[src/rtl/rdp_noc_arb.sv]
// rdp_noc_arb: packet-atomic round-robin arbiter sharing the NoC dp port between NUM_REQ rdp lanes.
// Latency: 1 cycle from requester transfer to arb__noc__dp_valid (single output register).
// Backpressure: at most one ready, only when the output register is empty or draining this cycle.
// Optional: define RDP_NOC_ARB_PKT_CNT_EN to add per-requester completed-packet counters (arb__sts__pkt_cnt).
module rdp_noc_arb #(
  parameter int NUM_REQ  = 4,
  parameter int REQ_ID_W = 2,
  parameter int TYPE_W   = 2,
  parameter int PEID_W   = 6,
  parameter int LANE_W   = 5,
  parameter int DATA_W   = 32
) (
  input  logic                     clk,
  input  logic                     reset_poweron_n,
  input  logic [NUM_REQ-1:0]       req__arb__valid,
  output logic [NUM_REQ-1:0]       arb__req__ready,
  input  logic [2*NUM_REQ-1:0]     req__arb__cntl,
  input  logic [TYPE_W*NUM_REQ-1:0] req__arb__type,
  input  logic [PEID_W*NUM_REQ-1:0] req__arb__peId,
  input  logic [LANE_W*NUM_REQ-1:0] req__arb__laneId,
  input  logic [NUM_REQ-1:0]       req__arb__strmId,
  input  logic [DATA_W*NUM_REQ-1:0] req__arb__data,
  input  logic                     noc__arb__dp_ready,
  output logic                     arb__noc__dp_valid,
  output logic [1:0]               arb__noc__dp_cntl,
  output logic [TYPE_W-1:0]        arb__noc__dp_type,
  output logic [PEID_W-1:0]        arb__noc__dp_peId,
  output logic [LANE_W-1:0]        arb__noc__dp_laneId,
  output logic                     arb__noc__dp_strmId,
  output logic [DATA_W-1:0]        arb__noc__dp_data,
  output logic [REQ_ID_W-1:0]      arb__sts__grant_id,
  output logic                     arb__sts__locked,
  output logic                     arb__sts__proto_err
`ifdef RDP_NOC_ARB_PKT_CNT_EN
  ,
  output logic [16*NUM_REQ-1:0]    arb__sts__pkt_cnt
`endif
);

  localparam logic [1:0] CNTL_MOM     = 2'b00;
  localparam logic [1:0] CNTL_SOM     = 2'b01;
  localparam logic [1:0] CNTL_EOM     = 2'b10;
  localparam logic [1:0] CNTL_SOM_EOM = 2'b11;
  localparam logic [REQ_ID_W-1:0] LAST_ID = REQ_ID_W'(NUM_REQ - 1);

  typedef enum logic {ST_IDLE = 1'b0, ST_LOCKED = 1'b1} state_t;

  state_t              r_state, w_state_nxt;
  logic [REQ_ID_W-1:0] r_rr_ptr, w_rr_ptr_nxt;
  logic [REQ_ID_W-1:0] r_lock_id, w_lock_id_nxt;
  logic [REQ_ID_W-1:0] r_grant_id;
  logic [REQ_ID_W-1:0] w_gnt, w_gnt_inc;
  logic                w_gnt_vld, w_space, w_xfer, w_fwd, w_err;
  logic [1:0]          w_cntl_sel;

  logic                r_dp_valid;
  logic [1:0]          r_dp_cntl;
  logic [TYPE_W-1:0]   r_dp_type;
  logic [PEID_W-1:0]   r_dp_peId;
  logic [LANE_W-1:0]   r_dp_laneId;
  logic                r_dp_strmId;
  logic [DATA_W-1:0]   r_dp_data;
  logic                r_proto_err;

  logic [1:0]          w_cntl_a [NUM_REQ];
  logic [TYPE_W-1:0]   w_type_a [NUM_REQ];
  logic [PEID_W-1:0]   w_peid_a [NUM_REQ];
  logic [LANE_W-1:0]   w_lane_a [NUM_REQ];
  logic [DATA_W-1:0]   w_data_a [NUM_REQ];

  genvar gi;
  for (gi = 0; gi < NUM_REQ; gi++) begin : g_unpack
    assign w_cntl_a[gi] = req__arb__cntl[2*gi +: 2];
    assign w_type_a[gi] = req__arb__type[TYPE_W*gi +: TYPE_W];
    assign w_peid_a[gi] = req__arb__peId[PEID_W*gi +: PEID_W];
    assign w_lane_a[gi] = req__arb__laneId[LANE_W*gi +: LANE_W];
    assign w_data_a[gi] = req__arb__data[DATA_W*gi +: DATA_W];
  end

  // Output register can take a beat when empty or when the NoC drains it this cycle.
  assign w_space    = ~r_dp_valid | noc__arb__dp_ready;
  assign w_xfer     = w_gnt_vld & w_space & reset_poweron_n;
  assign w_cntl_sel = w_cntl_a[w_gnt];
  assign w_gnt_inc  = (w_gnt == LAST_ID) ? '0 : w_gnt + 1'b1;

  // Grant select: lock owner when locked, else first valid searching upward from rr_ptr.
  always_comb begin
    int                  idx;
    logic [REQ_ID_W-1:0] sel;
    w_gnt_vld = 1'b0;
    w_gnt     = r_rr_ptr;
    idx       = 0;
    sel       = '0;
    if (r_state == ST_LOCKED) begin
      w_gnt     = r_lock_id;
      w_gnt_vld = req__arb__valid[r_lock_id];
    end else begin
      // Walk from the farthest candidate back so the nearest valid one wins.
      for (int i = NUM_REQ - 1; i >= 0; i--) begin
        idx = int'(r_rr_ptr) + i;
        if (idx >= NUM_REQ) idx = idx - NUM_REQ;
        sel = REQ_ID_W'(idx);
        if (req__arb__valid[sel]) begin
          w_gnt     = sel;
          w_gnt_vld = 1'b1;
        end
      end
    end
  end

  // One-hot ready to the granted requester on a transfer.
  always_comb begin
    arb__req__ready = '0;
    if (w_xfer) arb__req__ready[w_gnt] = 1'b1;
  end

  // Next-state: packet lock, priority rotation and protocol checking.
  always_comb begin
    w_state_nxt   = r_state;
    w_rr_ptr_nxt  = r_rr_ptr;
    w_lock_id_nxt = r_lock_id;
    w_fwd         = 1'b0;
    w_err         = 1'b0;
    if (w_xfer) begin
      case (r_state)
        ST_IDLE: begin
          case (w_cntl_sel)
            CNTL_SOM_EOM: begin
              w_fwd        = 1'b1;
              w_rr_ptr_nxt = w_gnt_inc;
            end
            CNTL_SOM: begin
              w_fwd         = 1'b1;
              w_state_nxt   = ST_LOCKED;
              w_lock_id_nxt = w_gnt;
            end
            // A continuation beat with no open packet is consumed and dropped.
            default: w_err = 1'b1;
          endcase
        end
        default: begin
          w_fwd = 1'b1;
          case (w_cntl_sel)
            CNTL_MOM: ;
            CNTL_EOM: begin
              w_state_nxt  = ST_IDLE;
              w_rr_ptr_nxt = w_gnt_inc;
            end
            // A new start inside an open packet is flagged but passed through.
            default: w_err = 1'b1;
          endcase
        end
      endcase
    end
  end

  // FSM state, rotation pointer and lock owner.
  always_ff @(posedge clk) begin
    if (!reset_poweron_n) begin
      r_state   <= ST_IDLE;
      r_rr_ptr  <= '0;
      r_lock_id <= '0;
    end else begin
      r_state   <= w_state_nxt;
      r_rr_ptr  <= w_rr_ptr_nxt;
      r_lock_id <= w_lock_id_nxt;
    end
  end

  // Output beat register and status flags.
  always_ff @(posedge clk) begin
    if (!reset_poweron_n) begin
      r_dp_valid  <= 1'b0;
      r_dp_cntl   <= '0;
      r_dp_type   <= '0;
      r_dp_peId   <= '0;
      r_dp_laneId <= '0;
      r_dp_strmId <= 1'b0;
      r_dp_data   <= '0;
      r_grant_id  <= '0;
      r_proto_err <= 1'b0;
    end else begin
      if (w_fwd) begin
        r_dp_valid  <= 1'b1;
        r_dp_cntl   <= w_cntl_sel;
        r_dp_type   <= w_type_a[w_gnt];
        r_dp_peId   <= w_peid_a[w_gnt];
        r_dp_laneId <= w_lane_a[w_gnt];
        r_dp_strmId <= req__arb__strmId[w_gnt];
        r_dp_data   <= w_data_a[w_gnt];
      end else if (noc__arb__dp_ready) begin
        r_dp_valid <= 1'b0;
      end
      if (w_xfer) r_grant_id <= w_gnt;
      if (w_err) r_proto_err <= 1'b1;
    end
  end

  assign arb__noc__dp_valid  = r_dp_valid;
  assign arb__noc__dp_cntl   = r_dp_cntl;
  assign arb__noc__dp_type   = r_dp_type;
  assign arb__noc__dp_peId   = r_dp_peId;
  assign arb__noc__dp_laneId = r_dp_laneId;
  assign arb__noc__dp_strmId = r_dp_strmId;
  assign arb__noc__dp_data   = r_dp_data;
  assign arb__sts__grant_id  = r_grant_id;
  assign arb__sts__locked    = (r_state == ST_LOCKED);
  assign arb__sts__proto_err = r_proto_err;

`ifdef RDP_NOC_ARB_PKT_CNT_EN
  logic [15:0] r_pkt_cnt [NUM_REQ];

  // Saturating per-requester count of forwarded end-of-packet beats.
  always_ff @(posedge clk) begin
    if (!reset_poweron_n) begin
      for (int i = 0; i < NUM_REQ; i++) r_pkt_cnt[i] <= '0;
    end else if (w_fwd && w_cntl_sel[1] && (r_pkt_cnt[w_gnt] != 16'hFFFF)) begin
      r_pkt_cnt[w_gnt] <= r_pkt_cnt[w_gnt] + 16'd1;
    end
  end

  for (gi = 0; gi < NUM_REQ; gi++) begin : g_cnt_out
    assign arb__sts__pkt_cnt[16*gi +: 16] = r_pkt_cnt[gi];
  end
`endif

endmodule

[config.mk]
export PLATFORM = sky130hd
export DESIGN_NAME = rdp_noc_arb
export DESIGN_NICKNAME = d
export VERILOG_FILES = /design/src/rtl/rdp_noc_arb.sv
export SDC_FILE = /design/constraint.sdc
export NUM_CORES = 1
export LEC_CHECK = 0
export ABC_AREA = 1
export CAP_MARGIN = 0
export CORE_MARGIN = 2
export CORE_UTILIZATION = 40
export CTS_CLUSTER_SIZE = 10
export DETAILED_ROUTE_END_ITERATION = 8
export GPL_TIMING_DRIVEN = 0
export PLACE_DENSITY = 0.88
export SYNTH_ARGS = -nofsm -noshare
export SYNTH_HDL_FRONTEND = slang
export SYNTH_SLANG_ARGS = --single-unit
export TNS_END_PERCENT = 20
[constraint.sdc]
create_clock -name clk -period 6.05 [get_ports clk]
set_clock_uncertainty 0.1 [all_clocks]
set_input_delay 1.21 -clock clk [delete_from_list [all_inputs] [get_ports clk]]
set_output_delay 1.21 -clock clk [all_outputs]
set_load 0.02 [all_outputs]
Word-level counts from Yosys, hierarchy flattened:

Index checks and enable logic that the tools add are counted.

* eq/ne operators: 5
* $lt $le $gt $ge: 12
* add/sub/neg operators: 8
* reduce and logical (&&, ||, !) cells: 8
* bitwise logic cells: 6
* muxes and demuxes: 64

Operators with widths (number)
* 32-bit binary-select mux with 2-bit select: 1
* 32-bit two-way mux: 2
* 2-bit two-way mux: 21
* 1-bit two-way mux: 24
* 2-bit by 3-bit < comparator with 1-bit output, second input constant: 6
* 1-bit binary-select mux with 2-bit select: 6
* 6-bit binary-select mux with 2-bit select: 1
* 3-bit >= comparator, second input constant: 4
* 6-bit two-way mux: 2
* 5-bit binary-select mux with 2-bit select: 1
* 5-bit two-way mux: 2
* 2-bit binary-select mux with 2-bit select: 2
* 2-bit by 1-bit subtractor with 2-bit output, second input constant: 4
* 2-bit by 2-bit adder with 3-bit output, second input constant: 2
* 2-bit == test, second input constant: 3
* 3-bit AND reduction: 2
* 4-bit two-way mux: 1
* 2-bit nonzero test: 2
* 2-bit OR reduction: 2
* 2-bit by 1-bit adder with 3-bit output, second input constant: 1
* 2-bit by 3-bit >= comparator with 1-bit output, second input constant: 1
* 2-bit NOT with 3-bit output: 1
* 2-bit by 1-bit adder with 2-bit output, second input constant: 1
* 1-bit AND: 2
* 8 further kinds: 9

* input bits: 199
* bits in registers: 57
* word-level logic and storage cells: 115

Depth between registers and ports, before layout:

* depth in word-level cells: 21
* mapped depth: 22
* depth with buffers taken out: 17

Worst setup path after synthesis:

OpenSTA, ideal clock, no wires.

* kind: in2out
* start: input port req__arb__valid[1]
* end: output port arb__req__ready[2]
* buffers on the path: 3
* required time: 4740 ps
* arrival time: 2903 ps
* cell stages on the path: 14
* setup slack: 1837 ps
* path through: inv_1 o21ai_1 nand2_1 nand3_1 nand3_1 nand2_1 nand3_2 nand2_2 buf_6 buf_4 buf_2 ha_1 inv_1 nor2_1

* longest elaborated chain between the ends: 12
* elaborated cells between the ends (all ways): 28
* classes of those cells: 2 x order compare; 23 x mux; 2 x bitwise; 1 x reduce/logical

RTL lines
* from (decl): RTL line 15 `input logic [NUM_REQ-1:0] req__arb__valid,`
* 1-bit binary-select mux with 2-bit select: RTL line 103 `if (req__arb__valid[sel]) begin`
* 1-bit two-way mux (not written as such): RTL line 103
* 2-bit two-way mux (4 in a row): RTL line 103
* 2-bit two-way mux: RTL line 94 `if (r_state == ST_LOCKED) begin`
* 2-bit by 3-bit < comparator with 1-bit output (not written as such) or 2-bit by 1-bit >= comparator with 1-bit output (tied branches): RTL line 114 `if (w_xfer) arb__req__ready[w_gnt] = 1'b1;`
* 1-bit logical AND (not written as such): RTL line 114
* 1-bit two-way mux (not written as such): RTL line 114
* 1-bit demux with 2-bit select: RTL line 114
* 4-bit two-way mux (*): RTL line 114
* to (decl): RTL line 16 `output logic [NUM_REQ-1:0] arb__req__ready,`

Every way passes the cells marked *; elsewhere a longest branch is shown, timed or not. The select of a mux whose other input is x is not followed.

Worst setup path after layout:

* start: input port req__arb__valid[1]
* end: output port arb__req__ready[3]

* longest elaborated chain between the ends: 12
* elaborated cells between the ends (all ways): 28
* classes of those cells: 2 x order compare; 23 x mux; 2 x bitwise; 1 x reduce/logical

RTL lines
* 1-bit binary-select mux with 2-bit select: RTL line 103
* 1-bit two-way mux (not written as such): RTL line 103
* 2-bit two-way mux (3 in a row): RTL line 103
* 2-bit two-way mux (*): RTL line 103
* 2-bit two-way mux (*): RTL line 94
* net w_gnt[1]: RTL line 52 `logic [REQ_ID_W-1:0] w_gnt, w_gnt_inc;`
* 2-bit by 3-bit < comparator with 1-bit output (not written as such) or 2-bit by 1-bit >= comparator with 1-bit output (tied branches): RTL line 114
* 1-bit logical AND (not written as such): RTL line 114
* 1-bit two-way mux (not written as such): RTL line 114
* 1-bit demux with 2-bit select (*): RTL line 114
* 4-bit two-way mux (*): RTL line 114

The timed path passes the listed nets; every way through them passes the cells marked *. The select of a mux whose other input is x is not followed.

==> qor.txt <==
Register Area: 1140 µm²
vias in the first global route: 5,135
final hold slack: 373 ps
Synth Warn #: 0
Hold Crit Start: arb__sts__proto_err
DR iter-0 viols: 308
Critical Path AT: 4280 ps
switching share of power: 54.2%
layout cells sized above 1: 6.29%
internal power: 2070 µW
# nets final: 1,136
DIE HEIGHT: 104 µm
WS Path Type: input port to output port
Synth Flop Type: dfxtp_1
post-place setup slack: 464 ps
Reg2Reg Depth: 14
Worst Path Max Fanout: 11
clk buf depth: 2
drt first pass iters: 5
Clock power frac: 9.1%
type of origin of the critical path: input port
Flop pwr share: 14.6%
routed len/inst: 15.4 µm
reg2reg start: r_rr_ptr[0]
area of the die: 10,800 µm²
Via density: 5.08
Critical Path Sink Type: output port
Post-CTS Hold Buffers: 0
H-tree depth: 3
die extent in x: 104 µm
Tcrit/Tclk final: 92.4%
largest net degree at the start of global routing: 12
Area Overhead vs Synth: 74.0%
Mapped Area: 3980 µm²
final WL: 16,500 µm
Worst-path clk slew: 60 ps
relative slew slack: 58.9%
number of I/O pins: 256
CTS sink cnt: 57
Clk Latency, worst-skew pair: 330 ps
via count: 5,445
DRC viols: 0
setup violators final: 0
WHS Path Cells: 2
Static Leak: 0.00283 µW
maxcap violations: 0
status: completed
hpwl dp: 12,900 µm
Final WS setup: 459 ps
Slew Viols, Final: 0
power per cell area: 650 nW/µm²
Power, Total: 4510 µW
initial antenna violation count: 0
multi-input combinational cell area: 2300 µm²
initial core utilization: 40.9%
routability cong.: 0.927
worst min path class: flip-flop to flip-flop
r2r setup slk: 3170 ps
input/output buffers: 255
setup bufs post-CTS: 0
slowest cell on the critical path: clkdlybuf4s50_1
Hold Fails Final Rpt: 0
crit-path max cell delay: 620 ps
total gr overflow: 0
post-cts resize count: 0
CP Data Required Time: 4740 ps
TNS Setup: 0 ps
Slew @ Worst Pin: 616 ps
register area share after synthesis: 28.6%
Net Switching: 2440 µW
Peak VDD IR: 0.428 mV
first-pass GRT wire length: 25,600 µm
Cells after Synth: 667
Hold Path End: arb__sts__proto_err
Diodes inserted: 0
antenna viol nets, final: 0
FF+latch count, synth: 57
Post-synth ARST share: 0%
Synthesized Nets: 870
Logic pwr share: 76.4%
Fill cells: 886
syn_area_per_cell: 5.97 µm²
Netlist cell types: 29
num rows: 36
number of synthesized flops with an enable pin: 0
crit path cell chain: clkdlybuf4s50_1, inv_1, o21ai_1, nand2_1, nand4_1, nand2_1, nand2_2, buf_2, clkbuf_1, ha_1, inv_1, nor2_1, clkdlybuf4s50_1
CTS tree: yes
TritonCTS buffer count: 9
RSZ-0062 raised after global routing: no
reg2reg end: arb__noc__dp_data[3]
Final min period: 5590 ps
fmax: 179 MHz
Total GRT Usage: 29.4%
CTS root buffer: clkbuf_8
CORE AREA: 9730 µm²
## metrics by stage
stage               area, µm²  utilization (%)  std cells
floorplan                3980                -        667
global placement         6700             68.9       1055
detailed placement       6700             68.9       1055
CTS                      6930             71.2       1071
global route             6930             71.2       1071
finish                   6930             71.2       1071
## layer usage
metal  part of all wire, %  GRT usage, %
met5                     0             0
met2                    50          54.0
met1                    38          33.1
met3                   9.9          8.18
met4                   1.7          8.30
## power by group through the flow
stage | Combinational (µW) | Sequential [µW] | Clock [µW]
6_report | 3440 | 656 | 409
4_1_cts | 3430 | 655 | 414
3_3_place_gp | 3380 | 656 | 0
2_1_floorplan | 2000 | 855 | 0
3_5_place_dp | 3420 | 662 | 0
5_1_grt | 3820 | 674 | 430
## registers in the layout, summed over array words and instances (netlist names)
register	count
arb__noc__dp_data	32
arb__noc__dp_peId	6
arb__noc__dp_laneId	5
arb__noc__dp_cntl	2
arb__noc__dp_type	2
arb__sts__grant_id	2
r_lock_id	2
r_rr_ptr	2
arb__noc__dp_strmId	1
arb__noc__dp_valid	1
arb__sts__locked	1
arb__sts__proto_err	1
## synth_stat cells (2+ instances only)
cell,count,area [µm²]
o21ai_0,188,941
nor2_1,141,529
inv_1,71,267
a21oi_1,58,290
dfxtp_1,57,1140
nand2_1,47,176
clkbuf_1,26,97.6
nand3_1,20,100
buf_2,13,65.1
nor2_2,10,62.6
buf_6,5,56.3
ha_1,4,50.1
nand2_2,4,25.0
nand4_1,3,18.8
buf_1,2,7.51
buf_4,2,15.0
nand3_2,2,20.0
o21ai_1,2,10.0
o21ai_2,2,17.5
## worst max-delay path by stage
stage / start / endpoint / cells after the start
after floorplan: req__arb__valid[1] / arb__req__ready[2] / 14
after global placement: req__arb__valid[1] / arb__req__ready[2] / 13
after detailed placement: req__arb__valid[1] / arb__req__ready[3] / 13
after CTS: req__arb__valid[1] / arb__req__ready[3] / 13
after global routing: req__arb__valid[1] / arb__req__ready[3] / 13
final: req__arb__valid[1] / arb__req__ready[3] / 13
## placed cells by master, fill, tap and decap left out
cell and count:
clkbuf_8 11, a21oi_1 58, buf_1 2, clkinvlp_4 1, or4_1 1, nand4_1 3, inv_4 1, nand2_2 4
nor2_2 10, buf_6 5, o21ai_0 188, xnor2_1 1, dfxtp_1 57, buf_12 1, a31oi_1 1, nand3_1 20
o21ai_1 2, nand2_1 47, nand2_4 1, nand3_4 1, clkdlybuf4s50_1 255, buf_2 13, ha_1 4, nor2_1 141
o211ai_1 1, nand3_2 2, inv_2 1, nor3_1 1, inv_1 71, buf_4 2, clkbuf_1 26, bufinv_16 2
clkinv_2 2, o21ai_2 2
## critical path, delay by kind of cell
kind	cells	cell delay [ps]
compound gates	1	250
fa+ha+maj	1	240
buf+inv	6	1930
simple gates	5	640
## logic make-up after synthesis
logic type / share of synthesized area (%)
flip-flops: 28.6
AO/OA/AOI/OAI: 31.9
XOR/XNOR: 0.220
adder cells (fa/ha/maj): 1.26
AND/OR/NAND/NOR: 24.4
buffers and inverters: 13.5
## final cells by class
| class | count | share of cell area (%) |
|---|---|---|
| Buffer | 49 | 3.77 |
| Inverter | 73 | 3.99 |
| Sequential cell | 57 | 16.5 |
| Multi-Input combinational cell | 488 | 33.2 |
| Clock buffer | 11 | 2.18 |
| Tap cell | 133 | 2.40 |
| Timing Repair Buffer | 255 | 36.8 |
| Clock inverter | 5 | 1.12 |
Note: power is estimated with default switching activity, not from simulation.
==> edit, RTL diff (same flow settings) <==
Put one more register stage on the output `arb__sts__proto_err`, without a reset. The value now appears one clock later. The other outputs are not delayed to match.
--- a/src/rtl/rdp_noc_arb.sv
+++ b/src/rtl/rdp_noc_arb.sv
@@ -207,3 +207,5 @@
   assign arb__sts__locked    = (r_state == ST_LOCKED);
-  assign arb__sts__proto_err = r_proto_err;
+  always_ff @(posedge clk) begin
+    arb__sts__proto_err <= r_proto_err;
+  end
 
Formal check against the unedited RTL: not equivalent (Yosys sat finds a counterexample within 4 cycles, from zero or initial values and one cycle with reset_poweron_n low).
==> edit against the original RTL <==
Sequential cell count rose by 1. Die area rose by 0.48%. Final area rose by 0.61%. Power rose by 1.1%. Register-to-register slack improved by 60 ps. Clock power rose by 11%. Synthesized cell count rose by 0.15%. Routed wire length rose by 0.95%. Synthesized area rose by 0.50%. Sequential power rose by 2%. Worst setup slack got worse by 64 ps. Count of clock-buffer cells in the layout did not move. Critical endpoint is now arb__req__ready[2]. Largest power group unchanged.
==> edit: results (changes against the original RTL) <==
Placement
  – DP Wirelength: 13100 µm (was 12900 µm)
  – Dpl ws: 436 ps (was 464 ps)
  – Post-Place Cell Area: 6720 µm² (was 6700 µm²)
  – GPL Wtd Cong: 0.931 (was 0.927)
  – Dpl cells: 1056 (was 1055)

Pwr
  – Peak supply drop: 331 µV (was 428 µV)
  – Leak: 2.85 nW (was 2.83 nW)

Layout
  – Post-route cell area: 6970 µm² (was 6930 µm²)
  – Share of cells above drive strength 1: 6.28% (was 6.29%)
  – Non-clock buffer share of cell area: 40.3% (was 40.6%)
  – FF+latch count: 58 (was 57)
  – Filler cells: 858 (was 886)
  – Sequential share of cell area: 16.6% (was 16.5%)
  – Clock buf/inv share: 3.61% (was 3.30%)
  – Comb_multi_in: 488 (unchanged)

Synthesis
  – Complex-gate fraction of the synthesized area: 31.8% (was 31.9%)
  – Sequential-to-total area share from yosys stat: 29.0% (was 28.6%)
  – Synth Warn #: 0 (unchanged)
  – Top cells by area in the synthesized netlist: dfxtp_1, o21ai_0, nor2_1 (unchanged)
  – Syn Nets: 871 (was 870)
  – Xor and xnor area share after synthesis: 0.219% (was 0.220%)
  – Gate count of the mapped netlist: 668 (was 667)
  – Largest family of logic cells by synthesized area: compound AO/OA/AOI/OAI gates (unchanged)
  – Commonest cells in the synthesized netlist: o21ai_0, nor2_1, inv_1 (unchanged)
  – Adder-Cell Fraction of Synth Area: 1.25% (was 1.26%)

Detailed routing
  – WL met3: 1650 µm (was 1640 µm)
  – WL/cell: 15.5 µm (was 15.4 µm)
  – Pre-antenna DRT Iters: 5 (unchanged)
  – Metal2 WL: 8560 µm (was 8240 µm)
  – WL met1: 6200 µm (was 6350 µm)
  – Final WL: 16700 µm (was 16500 µm)
  – Iter 0 DRT Violations: 271 (was 308)
  – Post-DR vias/cell: 5.08 (about the same)

Status
  – Status: complete, no violations (unchanged)

Timing
  – Max-slew headroom: 59.0% (was 58.9%)

Critical path
  – WP data arrival: 4340 ps (was 4280 ps)

Global route
  – Vias in the first global route: 5136 (was 5135)
  – Met3 Use GR: 8.90% (was 8.18%)
  – Met1 Usage GRT: 32.5% (was 33.1%)
  – First-pass GRT wire length: 25800 µm (was 25600 µm)
  – Grt met2 use: 55.3% (was 54.0%)
  – Global Route Usage Sum: 29.8% (was 29.4%)

Clock network
  – Clock-pin slew on the worst setup and hold paths: 60 ps (about the same)
==> edit: power by group <==
group	total, mW	switching, mW	internal (mW)
Combinational	3.44	2.18	1.26
Clock	0.454	0.159	0.295
Sequential	0.666	0.0988	0.567
Total	4.56	2.44	2.12
==> edit: final timing paths <==
path                            start                           endpoint  slack [ps]  cells after the start
max                req__arb__valid[1]                 arb__req__ready[2]         400                     13
min reg2reg  r_proto_err$_SDFFE_PN0P_        arb__sts__proto_err$_DFF_P_         260                      0
min          r_proto_err$_SDFFE_PN0P_        arb__sts__proto_err$_DFF_P_         260                      0
max reg2reg  r_rr_ptr[1]$_SDFFE_PN0P_  arb__noc__dp_type[1]$_SDFFE_PN0P_        3230                     14
==> edit: worst max-delay path, stage by stage <==
cell and delay [ps]:
clkdlybuf4s50_1 470, inv_1 70, o21ai_1 250, nand2_1 130
nand4_1 120, nand2_1 70, nand2_2 200, buf_2 290
clkbuf_1 480, ha_1 240, inv_1 40, nor2_1 140
clkdlybuf4s50_1 620
